<file path="src/rtl/pipe_stage_reg.sv">
`default_nettype none
// ============================================================================
// Module      : pipe_stage_reg
// Description : Two-entry skid-buffered pipeline stage register with flush,
//               zeroed bubbles and saturating bubble/flush counters.
// Revision    : 1.0 - initial release
// ============================================================================
module pipe_stage_reg #(
    parameter int CTRL_W = 12,
    parameter int DATA_W = 32,
    parameter int NLANE  = 5,
    parameter int TAG_W  = 8,
    parameter int CNT_W  = 16
) (
    input  logic                    clk,
    input  logic                    rst,
    input  logic                    in_valid,
    output logic                    in_ready,
    input  logic [CTRL_W-1:0]       in_ctrl,
    input  logic [NLANE*DATA_W-1:0] in_data,
    input  logic [TAG_W-1:0]        in_tag,
    input  logic                    flush,
    output logic                    out_valid,
    input  logic                    out_ready,
    output logic [CTRL_W-1:0]       out_ctrl,
    output logic [NLANE*DATA_W-1:0] out_data,
    output logic [TAG_W-1:0]        out_tag,
    output logic [1:0]              occ,
    output logic [CNT_W-1:0]        bubble_cnt,
    output logic [CNT_W-1:0]        flush_cnt
);

    localparam int DW = NLANE * DATA_W;

    localparam logic [1:0] c_EMPTY = 2'd0;
    localparam logic [1:0] c_ONE   = 2'd1;
    localparam logic [1:0] c_TWO   = 2'd2;

    localparam logic [CNT_W-1:0] c_CNT_ONE = {{(CNT_W-1){1'b0}}, 1'b1};
    localparam logic [CNT_W-1:0] c_CNT_MAX = {CNT_W{1'b1}};

    logic [1:0]        state_q, state_d;
    logic [CTRL_W-1:0] head_ctrl_q, head_ctrl_d, tail_ctrl_q, tail_ctrl_d;
    logic [DW-1:0]     head_data_q, head_data_d, tail_data_q, tail_data_d;
    logic [TAG_W-1:0]  head_tag_q,  head_tag_d,  tail_tag_q,  tail_tag_d;
    logic [CNT_W-1:0]  bubble_q, bubble_d, flush_q, flush_d;

    logic w_accept;
    logic w_drain;

    assign w_accept = in_valid && in_ready && !flush;
    assign w_drain  = out_valid && out_ready;

    // State register
    always_ff @(posedge clk or posedge rst) begin
        if (rst) begin
            state_q <= c_EMPTY;
        end else begin
            state_q <= state_d;
        end
    end

    // Next-state logic
    always_comb begin
        state_d = state_q;
        if (flush) begin
            state_d = c_EMPTY;
        end else begin
            case (state_q)
                c_EMPTY: if (w_accept) state_d = c_ONE;
                c_ONE: begin
                    if (w_accept && !w_drain)      state_d = c_TWO;
                    else if (!w_accept && w_drain) state_d = c_EMPTY;
                end
                c_TWO:   if (w_drain) state_d = c_ONE;
                default: state_d = c_EMPTY;
            endcase
        end
    end

    // Outputs: handshake derives from registered state only
    always_comb begin
        in_ready  = (state_q != c_TWO);
        out_valid = (state_q != c_EMPTY);
        occ       = state_q;
    end

    // Entry steering between input, head and tail
    always_comb begin
        head_ctrl_d = head_ctrl_q;
        head_data_d = head_data_q;
        head_tag_d  = head_tag_q;
        tail_ctrl_d = tail_ctrl_q;
        tail_data_d = tail_data_q;
        tail_tag_d  = tail_tag_q;
        if (!flush) begin
            if (state_q == c_TWO && w_drain) begin
                head_ctrl_d = tail_ctrl_q;
                head_data_d = tail_data_q;
                head_tag_d  = tail_tag_q;
            end else if (w_accept && (state_q == c_EMPTY || w_drain)) begin
                head_ctrl_d = in_ctrl;
                head_data_d = in_data;
                head_tag_d  = in_tag;
            end else if (w_accept && state_q == c_ONE) begin
                tail_ctrl_d = in_ctrl;
                tail_data_d = in_data;
                tail_tag_d  = in_tag;
            end
        end
    end

    always_ff @(posedge clk or posedge rst) begin
        if (rst) begin
            head_ctrl_q <= '0;
            head_data_q <= '0;
            head_tag_q  <= '0;
            tail_ctrl_q <= '0;
            tail_data_q <= '0;
            tail_tag_q  <= '0;
        end else begin
            head_ctrl_q <= head_ctrl_d;
            head_data_q <= head_data_d;
            head_tag_q  <= head_tag_d;
            tail_ctrl_q <= tail_ctrl_d;
            tail_data_q <= tail_data_d;
            tail_tag_q  <= tail_tag_d;
        end
    end

    // Saturating performance counters
    always_comb begin
        bubble_d = bubble_q;
        flush_d  = flush_q;
        if (out_ready && !out_valid && bubble_q != c_CNT_MAX) begin
            bubble_d = bubble_q + c_CNT_ONE;
        end
        if (flush && (state_q != c_EMPTY || in_valid) && flush_q != c_CNT_MAX) begin
            flush_d = flush_q + c_CNT_ONE;
        end
    end

    always_ff @(posedge clk or posedge rst) begin
        if (rst) begin
            bubble_q <= '0;
            flush_q  <= '0;
        end else begin
            bubble_q <= bubble_d;
            flush_q  <= flush_d;
        end
    end

    // Bubbles present all-zero fields so nothing downstream gets written
    assign out_ctrl   = out_valid ? head_ctrl_q : '0;
    assign out_data   = out_valid ? head_data_q : '0;
    assign out_tag    = out_valid ? head_tag_q  : '0;
    assign bubble_cnt = bubble_q;
    assign flush_cnt  = flush_q;

endmodule
`default_nettype wire

</file>
<file path="config.mk">
export PLATFORM = sky130hd
export DESIGN_NAME = pipe_stage_reg
export DESIGN_NICKNAME = d
export VERILOG_FILES = /design/src/rtl/pipe_stage_reg.sv
export SDC_FILE = /design/constraint.sdc
export NUM_CORES = 1
export LEC_CHECK = 0
export CAP_MARGIN = 40
export CORE_MARGIN = 2
export CORE_UTILIZATION = 51
export CTS_CLUSTER_SIZE = 20
export DETAILED_ROUTE_END_ITERATION = 10
export GPL_ROUTABILITY_DRIVEN = 0
export HOLD_SLACK_MARGIN = 0.03
export PLACE_DENSITY = 0.8
export SLEW_MARGIN = 20
export SYNTH_ARGS = -nofsm -noshare
export SYNTH_HDL_FRONTEND = slang
export SYNTH_SLANG_ARGS = --single-unit
</file>
<file path="constraint.sdc">
create_clock -name clk -period 19.4 [get_ports clk]
set_input_delay 3.88 -clock clk [delete_from_list [all_inputs] [get_ports clk]]
set_output_delay 3.88 -clock clk [all_outputs]
set_load 0.005 [all_outputs]
</file>
==> results of run 1 <==
-- sequential cells by signal, indices dropped and copies added, names as in the netlist --
signal and cells:
head_data_q 160, tail_data_q 160, bubble_cnt 16, flush_cnt 16
head_ctrl_q 12, tail_ctrl_q 12, head_tag_q 8, tail_tag_q 8
occ 2
-- metal layers --
layer | global-route usage (%) | routed length (µm)
met1 | 29.4 | 18400
met2 | 36.6 | 20100
met3 | 7.08 | 3220
met4 | 9.03 | 1330
met5 | 0 | 46
-- worst max path at each step --
stage | to | cells after the start | slack [ns] | from
floorplan | bubble_cnt[0]$_DFFE_PP0P_ | 1 | 4.57 | rst
global placement | head_data_q[120]$_DFFE_PP0P_ | 7 | 12.01 | out_ready
detailed placement | head_data_q[120]$_DFFE_PP0P_ | 7 | 11.95 | out_ready
CTS | out_data[48] | 6 | 12.20 | occ[1]$_DFFE_PP0P_
global route | out_data[48] | 6 | 12.06 | occ[1]$_DFFE_PP0P_
finish | out_data[48] | 6 | 12.26 | occ[1]$_DFFE_PP0P_
-- power by group --
part           total (µW)  switching [µW]  internal, µW  leakage, µW
clock network         772             318           453     0.000656
registers            1130             108          1020      0.00475
logic                 486             167           319      0.00478
-- cell usage in the layout, fill, tap and decap left out, drive strengths merged --
master         Yosys  layout
mux2             542     542
and3               2       2
or4                2       2
dfrtp            394     394
nand3             12      12
clkbuf            32      61
or2                3       3
and2             181     181
nor4b              2       2
nor2               8       8
nor3b              1       1
nor4              10      10
xor2              18      18
mux2i              1       1
clkdlybuf4s50      0     400
nand3b             2       2
and4               2       2
o211ai             1       1
or3                1       1
xnor2             12      12
o2111ai            1       1
nand4              8       8
a2111oi            1       1
nor3               8       8
inv                5       6
clkinvlp           0       2
o21ai              6       6
buf               52      21
nand2              9       9
diode              0       5
bufinv             0       1
ha                 2       2
a21oi              2       2
clkinv             0       8
or3b               2       2
a211oi             2       2
nand2b             1       1
a21o               1       1
-- cells by family (layout without fill, tap and decap cells) --
| family | count (synthesis) | after routing | share of synthesized area [%] |
|---|---|---|---|
| mux | 543 | 543 | 33.1 |
| simple gates | 254 | 254 | 8.40 |
| buf+inv | 89 | 499 | 2.87 |
| fa+ha+maj | 2 | 2 | 0.136 |
| flops | 394 | 394 | 53.5 |
| compound gates | 14 | 14 | 0.563 |
| xor+xnor | 30 | 30 | 1.42 |
| other cells | 0 | 5 | 0 |
-- worst max-delay path, stage by stage, from the launching register on --
cell,delay [ns]
dfrtp_1,0.47
nor2_1,0.14
inv_4,0.22
buf_16,0.26
buf_4,0.68
and2_1,0.22
clkdlybuf4s50_1,0.60
-- area by class of cell --
cell class | instances | area [µm²]
clock inverters | 12 | 93.8
flip-flops and latches | 394 | 9860
clock buffers | 61 | 1230
well taps | 461 | 577
multi-input cells | 843 | 8070
inverters | 5 | 28.8
fillers | 2571 | 11400
diodes | 5 | 12.5
repair buffers | 421 | 4320
-- per-stage QoR --
stage	hold WS (ns)	area, µm²	util, %	setup WS [ns]	total power, µW
after detailed placement	0.466	22800	64.2	11.95	1630
after floorplan	0.449	18400	-	4.57	1390
after global placement	0.460	22600	63.6	12.01	1590
after CTS	0.479	24200	67.9	12.20	2410
after global routing	0.487	24200	68.0	12.06	2510
final	0.474	24200	68.0	12.26	2380
==> metrics.md, run 1 <==
| Metric | Value |
|---|---|
| Endpoint, Worst Hold | `head_data_q[66]$_DFFE_PP0P_` |
| Fmax | `roughly 140 MHz` |
| Detailed Route Iter0 Violations | `394` |
| Root buffer cell | `clkbuf_16` |
| CTS Buf Count | `42` |
| TritonCTS Sinks | `about 400` |
| # setup viols final | `0` |
| Post-cts resize count | `0` |
| Crit path time final | `7.14 ns` |
| Worst R2R Setup Slack | `about 16 ns` |
| Routed length per instance | `between 15 and 20 µm` |
| Initial antenna violation count | `7` |
| Layout cells sized above 1 | `between 30 and 40%` |
| Slew headroom | `around 46%` |
| Top fanout value on the critical path | `90` |
| Top post-synthesis cells by area | `dfrtp_1 (53%), mux2_2 (31%), and2_1 (6.1%)` |
| Nets@finish | `between 1500 and 2000` |
| H-Tree Depth | `2` |
| Starting Density | `51.9%` |
| Synth cell count leaders | `mux2_2 (502), dfrtp_1 (394), and2_1 (181), mux2_1 (40), clkbuf_1 (32)` |
| Cell count after synthesis | `approximately 1300` |
| Synth top area share | `between 50 and 60%` |
| WHS Path Cells | `1` |
| Gr usage total | `a little under a quarter` |
| Async S/R FF share, synth | `between 90% and 100%` |
| Status | `complete, no violations` |
| R2r endpoint | `head_data_q[94]$_DFFE_PP0P_` |
| Pwr per Cell Area | `approximately 99 mW/mm²` |
| Final Cycle Share | `36.8%` |
| Die height | `~190 µm` |
| Clock transition at path regs | `around 0.060 ns` |
| DR vias | `approximately 12000` |
| Most common cell in the synthesized netlist | `mux2_2` |
| Post-DP HPWL | `about 29000 µm` |
| VDD IR-drop max | `0.0820 mV` |
| Synth Register Bits | `roughly 390` |
| FP Rows | `69` |
| Arrival @ worst endpoint | `about 3.3 ns` |
| R2r worst-path depth | `6` |
| First-pass GRT wire length | `a little under 70000 µm` |
| Leak | `between 0.01 and 0.015 µW` |
| # IOs | `401` |
| Top FF cell, synth | `dfrtp_1` |
| CP endpoint kind | `output pin` |
| Post-CTS Setup Repair Bufs | `0` |
| Seq/Total Area, Yosys | `a little over half` |
| Syn Std Cell Area | `0.0184 mm²` |
| Vias in the first global route | `12600` |
| Hold WC Path Type | `flop to flop` |
| CP required | `15.52 ns` |
| RSZ-0062 raised after global routing | `false` |
| Syn Nets | `approximately 1500` |
| Skew-Pair Late Insertion Delay | `approximately 0.55 ns` |
| Hold wc startpoint | `head_data_q[66]$_DFFE_PP0P_` |
| Antenna-violating nets left | `0` |
| Syn_area_per_cell | `13.9 µm²` |
| Die X | `between 150 and 200 µm` |
| Post-Route WL | `43100 µm` |
| Crit Path Class | `flop to output pin` |
| Port Buffers | `400` |
| Layout area overhead | `31.2%` |
| Final Non-Filler Cells | `about 2200` |
| Final hold vios | `0` |
| Yosys Warn Count | `0` |
| Fin Clk Skew | `0.00673 ns` |
| GR Overflow Total | `0` |
| Placed cell count | `between 2000 and 2500` |
| Hold Buf Count CTS | `0` |
| CTS tree | `done` |
| Slew @ Worst Pin | `between 0.8 and 0.9 ns` |
| Via density | `roughly 5.4` |
| Residual DRC | `0` |
| Die area | `~0.038 mm²` |
| Largest net degree at the start of global routing | `between 150 and 200` |
| Core area | `~0.036 mm²` |
| Final setup TNS | `0 ns` |
| Iteration count of the initial detailed-routing pass | `4` |
| Distinct cells, synth | `about 40` |
| R2R Path Start | `occ[1]$_DFFE_PP0P_` |
| Leading area contributor after synthesis | `dfrtp_1` |
| Clock tree buffer depth | `3` |
| Number of synthesized flops with an enable pin | `0` |
| Startpoint types | `flop` |
| Max_cap viols | `0` |
| Final Slew Violations | `0` |
No activity file was read; power rests on OpenSTA's default activity.
==> run 2: changes to the inputs <==
==> constraint.sdc (replaced) <==
create_clock -name clk -period 6.96 [get_ports clk]
set_input_delay 1.392 -clock clk [delete_from_list [all_inputs] [get_ports clk]]
set_output_delay 1.392 -clock clk [all_outputs]
set_load 0.005 [all_outputs]
==> run 2 against run 1 <==
  * Core utilization up 0.20 points
  * Global-route usage grew 0.21 points
  * Sequential cell count unchanged
  * Clock skew up 0.0085 ns
  * Cell count increased by 0.27%
  * Sequential share of layout area shrank 0.12 points
  * Clock-buffer cell count grew 6
  * Total power rose to 2.8 times the previous value
  * Setup slack got worse by 9.6 ns
  * Wire length up 2.0%
  * Die area stayed put
  * Via count down 0.46%
  * Critical endpoint is now out_data[49]
  * Highest routed layer unchanged
==> metrics.md, run 2 (same netlist as run 1, synthesis figures left out) <==
| Metric | Value |
|---|---|
| Startpoint types | `flop` |
| Most frequent cells in the layout | `mux2_2 (502), clkdlybuf4s50_1 (400), dfrtp_1 (394)` |
| Final hold vios | `0` |
| Utilization after layout | `between 60% and 70%` |
| R2R Path Start | `occ[1]$_DFFE_PP0P_` |
| Routed length per instance | `roughly 20 µm` |
| Fill cells | `2564` |
| Post-Route WL | `roughly 44000 µm` |
| Top delay family on crit path | `buffers and inverters` |
| Final Non-Filler Cells | `around 2200` |
| Max stage delay on crit path | `between 0.5 and 0.6 ns` |
| Final Cycle Share | `between 60% and 70%` |
| Gr usage total | `between 20% and 30%` |
| FP Rows | `69` |
| Layout area overhead | `31.6%` |
| DR vias | `around 12000` |
| Arrival @ worst endpoint | `roughly 2.9 ns` |
| CP endpoint kind | `output pin` |
| Final setup TNS | `0 ns` |
| Slew @ Worst Pin | `around 1.1 ns` |
| Status | `complete, no violations` |
| Die height | `between 150 and 200 µm` |
| Vias in the first global route | `~13000` |
| Skew-Pair Late Insertion Delay | `about 0.57 ns` |
| Via density | `roughly 5.3` |
| Detailed Route Iter0 Violations | `441` |
| Layout cells sized above 1 | `34.2%` |
| Pwr per Cell Area | `280 mW/mm²` |
| Hold WC Path Type | `flop to flop` |
| GR Overflow Total | `0` |
| Top fanout value on the critical path | `56` |
| Largest registers | `head_data_q x160, tail_data_q x160` |
| # setup viols final | `0` |
| # IOs | `401` |
| Leak | `0.0102 µW` |
| First-pass GRT wire length | `approximately 70000 µm` |
| Worst path slowest cell | `clkdlybuf4s50_1` |
| Core area | `0.0356 mm²` |
| Clock transition at path regs | `approximately 0.060 ns` |
| Crit path time final | `~4.3 ns` |
| TritonCTS Sinks | `between 300 and 400` |
| CP Launch Point | `occ[1]$_DFFE_PP0P_` |
| Antenna-violating nets left | `0` |
| Commonest non-fill, non-tap cell in the layout | `mux2_2` |
| Die X | `between 150 and 200 µm` |
| Crit-path cells | `nor2_1, inv_6, buf_4, and2_1, clkdlybuf4s50_1` |
| Hold wc startpoint | `head_data_q[4]$_DFFE_PP0P_` |
| Iteration count of the initial detailed-routing pass | `4` |
| Root buffer cell | `clkbuf_16` |
| Placed cell count | `2121` |
| Port Buffers | `400` |
| CTS Buf Count | `between 40 and 50` |
| CP required | `between 5 and 6 ns` |
| Nets@finish | `roughly 1900` |
| H-Tree Depth | `2` |
| RSZ-0062 raised after global routing | `false` |
| Buf/Inv on CP | `3` |
| VDD IR-drop max | `0.226 mV` |
| Starting Density | `51.9%` |
| Die area | `0.0377 mm²` |
| Post-CTS Setup Repair Bufs | `0` |
| Initial antenna violation count | `7` |
| Fmax | `234 MHz` |
| Fin Clk Skew | `between 0.015 and 0.02 ns` |
| Slew headroom | `roughly 29%` |
| Total Power | `slightly below 7000 µW` |
| Residual DRC | `0` |
| Clock tree buffer depth | `3` |
| Max_cap viols | `0` |
| CTS tree | `done` |
| Hold Buf Count CTS | `0` |
| Largest net degree at the start of global routing | `about 170` |
| Final Slew Violations | `0` |
| Post-cts resize count | `0` |
| Crit Path Class | `flop to output pin` |
| Post-DP HPWL | `between 20000 and 30000 µm` |
-- run 2: cell count changes in the layout (fill, tap and decap cells not counted), sizes merged --
| cell | change |
|---|---|
| clkbuf | +6 |
| buf | -1 |
| bufinv | +1 |
| inv | +1 |
| clkinvlp | +1 |
| clkinv | -2 |
-- run 2: path summary, 6_finish.rpt --
kind / endpoint / slack (ns) / cells after the start
max in group asynchronous: tail_data_q[146]$_DFFE_PP0P_ / 4.60 / 5
min: head_data_q[4]$_DFFE_PP0P_ / 0.48 / 1
max reg2reg: head_data_q[127]$_DFFE_PP0P_ / 4.17 / 5
min reg2reg: head_data_q[4]$_DFFE_PP0P_ / 0.48 / 1
min in group asynchronous: tail_data_q[28]$_DFFE_PP0P_ / 1.24 / 3
max: out_data[49] / 2.68 / 5
-- run 2: stage by stage --
step / hold slack, ns / setup slack (ns) / instance area [µm²]
2_1_floorplan: 0.449 / 0.266 / 18400
3_3_place_gp: 0.461 / 2.78 / 22700
3_5_place_dp: 0.467 / 2.71 / 22800
4_1_cts: 0.480 / 2.26 / 24200
5_1_grt: 0.491 / 2.57 / 24300
6_report: 0.476 / 2.68 / 24300
-- run 2: layer usage --
metal	global-route usage, %	share of wire [%]
met1	29.1	41
met2	36.8	47
met3	7.62	8.6
met4	10.0	3.5
met5	0	0.052
-- run 2: layout make-up --
class,instances,area [µm²],share of cell area (%)
sequential,394,9860,40.6
multi-input combinational,843,8060,33.2
timing repair buffer,420,4310,17.7
clock buffer,67,1290,5.31
tap,461,577,2.38
clock inverter,13,134,0.552
inverter,5,27.5,0.113
antenna,5,12.5,0.0516
-- run 2: where the power goes --
part | total [µW] | switching (µW) | internal, µW | leakage, µW
clock | 2280 | 930 | 1350 | 0.000696
combinational | 1350 | 463 | 889 | 0.00476
sequential | 3150 | 306 | 2840 | 0.00475
total | 6780 | 1700 | 5080 | 0.0102
==> run 3: changes to the inputs <==
--- a/config.mk
+++ b/config.mk
@@ -7,12 +7,12 @@
 export LEC_CHECK = 0
 export CAP_MARGIN = 40
 export CORE_MARGIN = 2
-export CORE_UTILIZATION = 51
+export CORE_UTILIZATION = 46
 export CTS_CLUSTER_SIZE = 20
 export DETAILED_ROUTE_END_ITERATION = 10
 export GPL_ROUTABILITY_DRIVEN = 0
 export HOLD_SLACK_MARGIN = 0.03
-export PLACE_DENSITY = 0.8
+export PLACE_DENSITY = 0.76
 export SLEW_MARGIN = 20
 export SYNTH_ARGS = -nofsm -noshare
 export SYNTH_HDL_FRONTEND = slang
==> constraint.sdc (replaced) <==
create_clock -name clk -period 3.4 [get_ports clk]
set_input_delay 0.68 -clock clk [delete_from_list [all_inputs] [get_ports clk]]
set_output_delay 0.68 -clock clk [all_outputs]
set_load 0.005 [all_outputs]
==> run 3 against run 2 <==
  * Via count rose by 2.0%
  * Design area rose by 1.5%
  * Global-route usage fell by 1.9 points
  * First-iteration DRC count rose by 32%
  * Setup slack got worse by 2.5 ns
  * Total power rose by 110%
  * Critical path type unchanged
  * Critical endpoint is now out_data[8]
  * Largest power group unchanged
  * Highest routed layer unchanged
==> metrics.md, run 3 (same netlist as run 1, synthesis figures left out) <==
| Metric | Value |
|---|---|
| Status | `complete, no violations` |
| Via density | `5.24` |
| Hold WC Path Type | `input pin to async pin` |
| Arrival @ worst endpoint | `2.57 ns` |
| CP required | `around 2.7 ns` |
| CTS tree | `done` |
| Initial antenna violation count | `3` |
| Fill cells | `3175` |
| Leak | `0.0104 µW` |
| Post-DP HPWL | `about 30000 µm` |
| Startpoint types | `flop` |
| CP endpoint kind | `output pin` |
| Worst R2R Setup Slack | `1.25 ns` |
| GR Overflow Total | `0` |
| Iteration count of the initial detailed-routing pass | `4` |
| Clock tree buffer depth | `3` |
| Placed cell count | `2206` |
| Gr usage total | `between 20% and 30%` |
| Final Non-Filler Cells | `2284` |
| Vias in the first global route | `about 13000` |
| Die height | `between 200 and 250 µm` |
| H-Tree Depth | `2` |
| Root buffer cell | `clkbuf_16` |
| Slew headroom | `between 50 and 60%` |
| Area of the multi-input gates | `slightly above 0.008 mm²` |
| Most frequent cells in the layout | `mux2_2 (502), clkdlybuf4s50_1 (400), dfrtp_1 (394)` |
| Final Cycle Share | `around 96%` |
| Port Buffers | `400` |
| Post-CTS Setup Repair Bufs | `0` |
| Die area | `between 0.04 and 0.05 mm²` |
| Max_cap viols | `0` |
| FP Rows | `73` |
| Fmax | `307 MHz` |
| First-pass GRT wire length | `between 70000 and 80000 µm` |
| Sequential Area | `roughly 0.01 mm²` |
| Die X | `approximately 200 µm` |
| Utilization after layout | `62.1%` |
| Top fanout value on the critical path | `85` |
| Starting Density | `roughly 47%` |
| Layout area overhead | `33.6%` |
| Crit Path Class | `flop to output pin` |
| Antenna-violating nets left | `0` |
| TritonCTS Sinks | `394` |
| Final Slew Violations | `0` |
| Nets@finish | `1913` |
| Largest net degree at the start of global routing | `just under 100` |
| Commonest non-fill, non-tap cell in the layout | `mux2_2` |
| CTS Buf Count | `43` |
| Clock transition at path regs | `around 0.06 ns` |
| Post-Route WL | `approximately 44000 µm` |
| Skew-Pair Late Insertion Delay | `about 0.55 ns` |
| Largest registers | `head_data_q x160, tail_data_q x160` |
| Residual DRC | `0` |
| DR vias | `between 10000 and 15000` |
| # setup viols final | `0` |
| Detailed Route Iter0 Violations | `slightly below 600` |
| VDD IR-drop max | `roughly 0.39 mV` |
| Slew @ Worst Pin | `0.631 ns` |
| Final hold vios | `0` |
| # IOs | `between 400 and 500` |
| Fin Clk Skew | `0.00929 ns` |
| R2r endpoint | `bubble_cnt[1]$_DFFE_PP0P_` |
| R2R Path Start | `bubble_cnt[0]$_DFFE_PP0P_` |
| R2r worst-path depth | `5` |
| Routed length per instance | `between 15 and 20 µm` |
| Pwr per Cell Area | `roughly 570 mW/mm²` |
| RSZ-0062 raised after global routing | `false` |
| Final setup TNS | `0 ns` |
| Core area | `a little under 0.04 mm²` |
| Layout cells sized above 1 | `about a third` |
| Crit path time final | `roughly 3.3 ns` |
==> run 3: changes by cell type in the layout (fill, tap and decap cells not counted), moves of 4 or more <==
cell / change
buf_12: +11
buf_4: +11
bufinv_16: +5
clkbuf_1: -6
diode_2: -4
==> run 3: metal layers <==
| layer | vias to the layer above | track usage, % | part of all wire, % |
|---|---|---|---|
| met5 | - | 0 | 0.023 |
| met4 | 2 | 6.83 | 2.5 |
| met3 | 70 | 6.97 | 8.5 |
| met2 | 355 | 34.0 | 47 |
| met1 | 6101 | 27.5 | 42 |
| li1 | 5451 | - | - |
==> run 3: metrics by stage <==
stage	power, µW	hold slack (ns)	setup WS, ns	cell area (µm²)
6_report	14200	0.450	0.146	24600
4_1_cts	14300	0.423	0.113	24600
3_3_place_gp	9170	0.459	0.505	23100
5_1_grt	14900	0.443	0.00943	24600
2_1_floorplan	7930	0.449	-2.58	18400
3_5_place_dp	9330	0.467	0.499	23100
==> run 3: how the worst max path moves through the flow <==
stage | from | end | slack [ns] | cells after the start
finish | occ[1]$_DFFE_PP0P_ | out_data[8] | 0.15 | 5
global route | occ[1]$_DFFE_PP0P_ | out_data[8] | 0.009 | 5
CTS | occ[1]$_DFFE_PP0P_ | out_data[8] | 0.11 | 5
detailed placement | out_ready | head_data_q[22]$_DFFE_PP0P_ | 0.50 | 7
global placement | out_ready | head_data_q[51]$_DFFE_PP0P_ | 0.51 | 7
floorplan | rst | bubble_cnt[0]$_DFFE_PP0P_ | -2.58 | 1
==> run 3: repair_timing <==
action / in CTS / in global routing
gates resized for setup: 0 / 1
hold buffers: 0 / 0
setup endpoints to repair: 0 / 1
==> run 3: area by class of cell <==
cell class	instances	area share, %
clock buffer	59	4.94
timing repair buffer	439	18.4
multi-input combinational	843	32.7
tap	525	2.67
clock inverter	18	1.12
inverter	5	0.102
antenna	1	0.0102
sequential	394	40.0
==> run 3: power breakdown <==
part / leakage (µW) / switching, µW / internal (µW) / total (µW)
Sequential: 0.00475 / 623 / 5810 / 6440
Combinational: 0.00488 / 948 / 1840 / 2790
Clock: 0.000736 / 1900 / 3030 / 4930
Total: 0.0104 / 3470 / 10700 / 14200
==> run 3: critical path: stages, from the launching register on <==
cell,delay [ns]
dfrtp_1,0.48
nor2_1,0.15
inv_4,0.26
buf_16,0.29
and2_1,0.23
clkdlybuf4s50_1,0.54
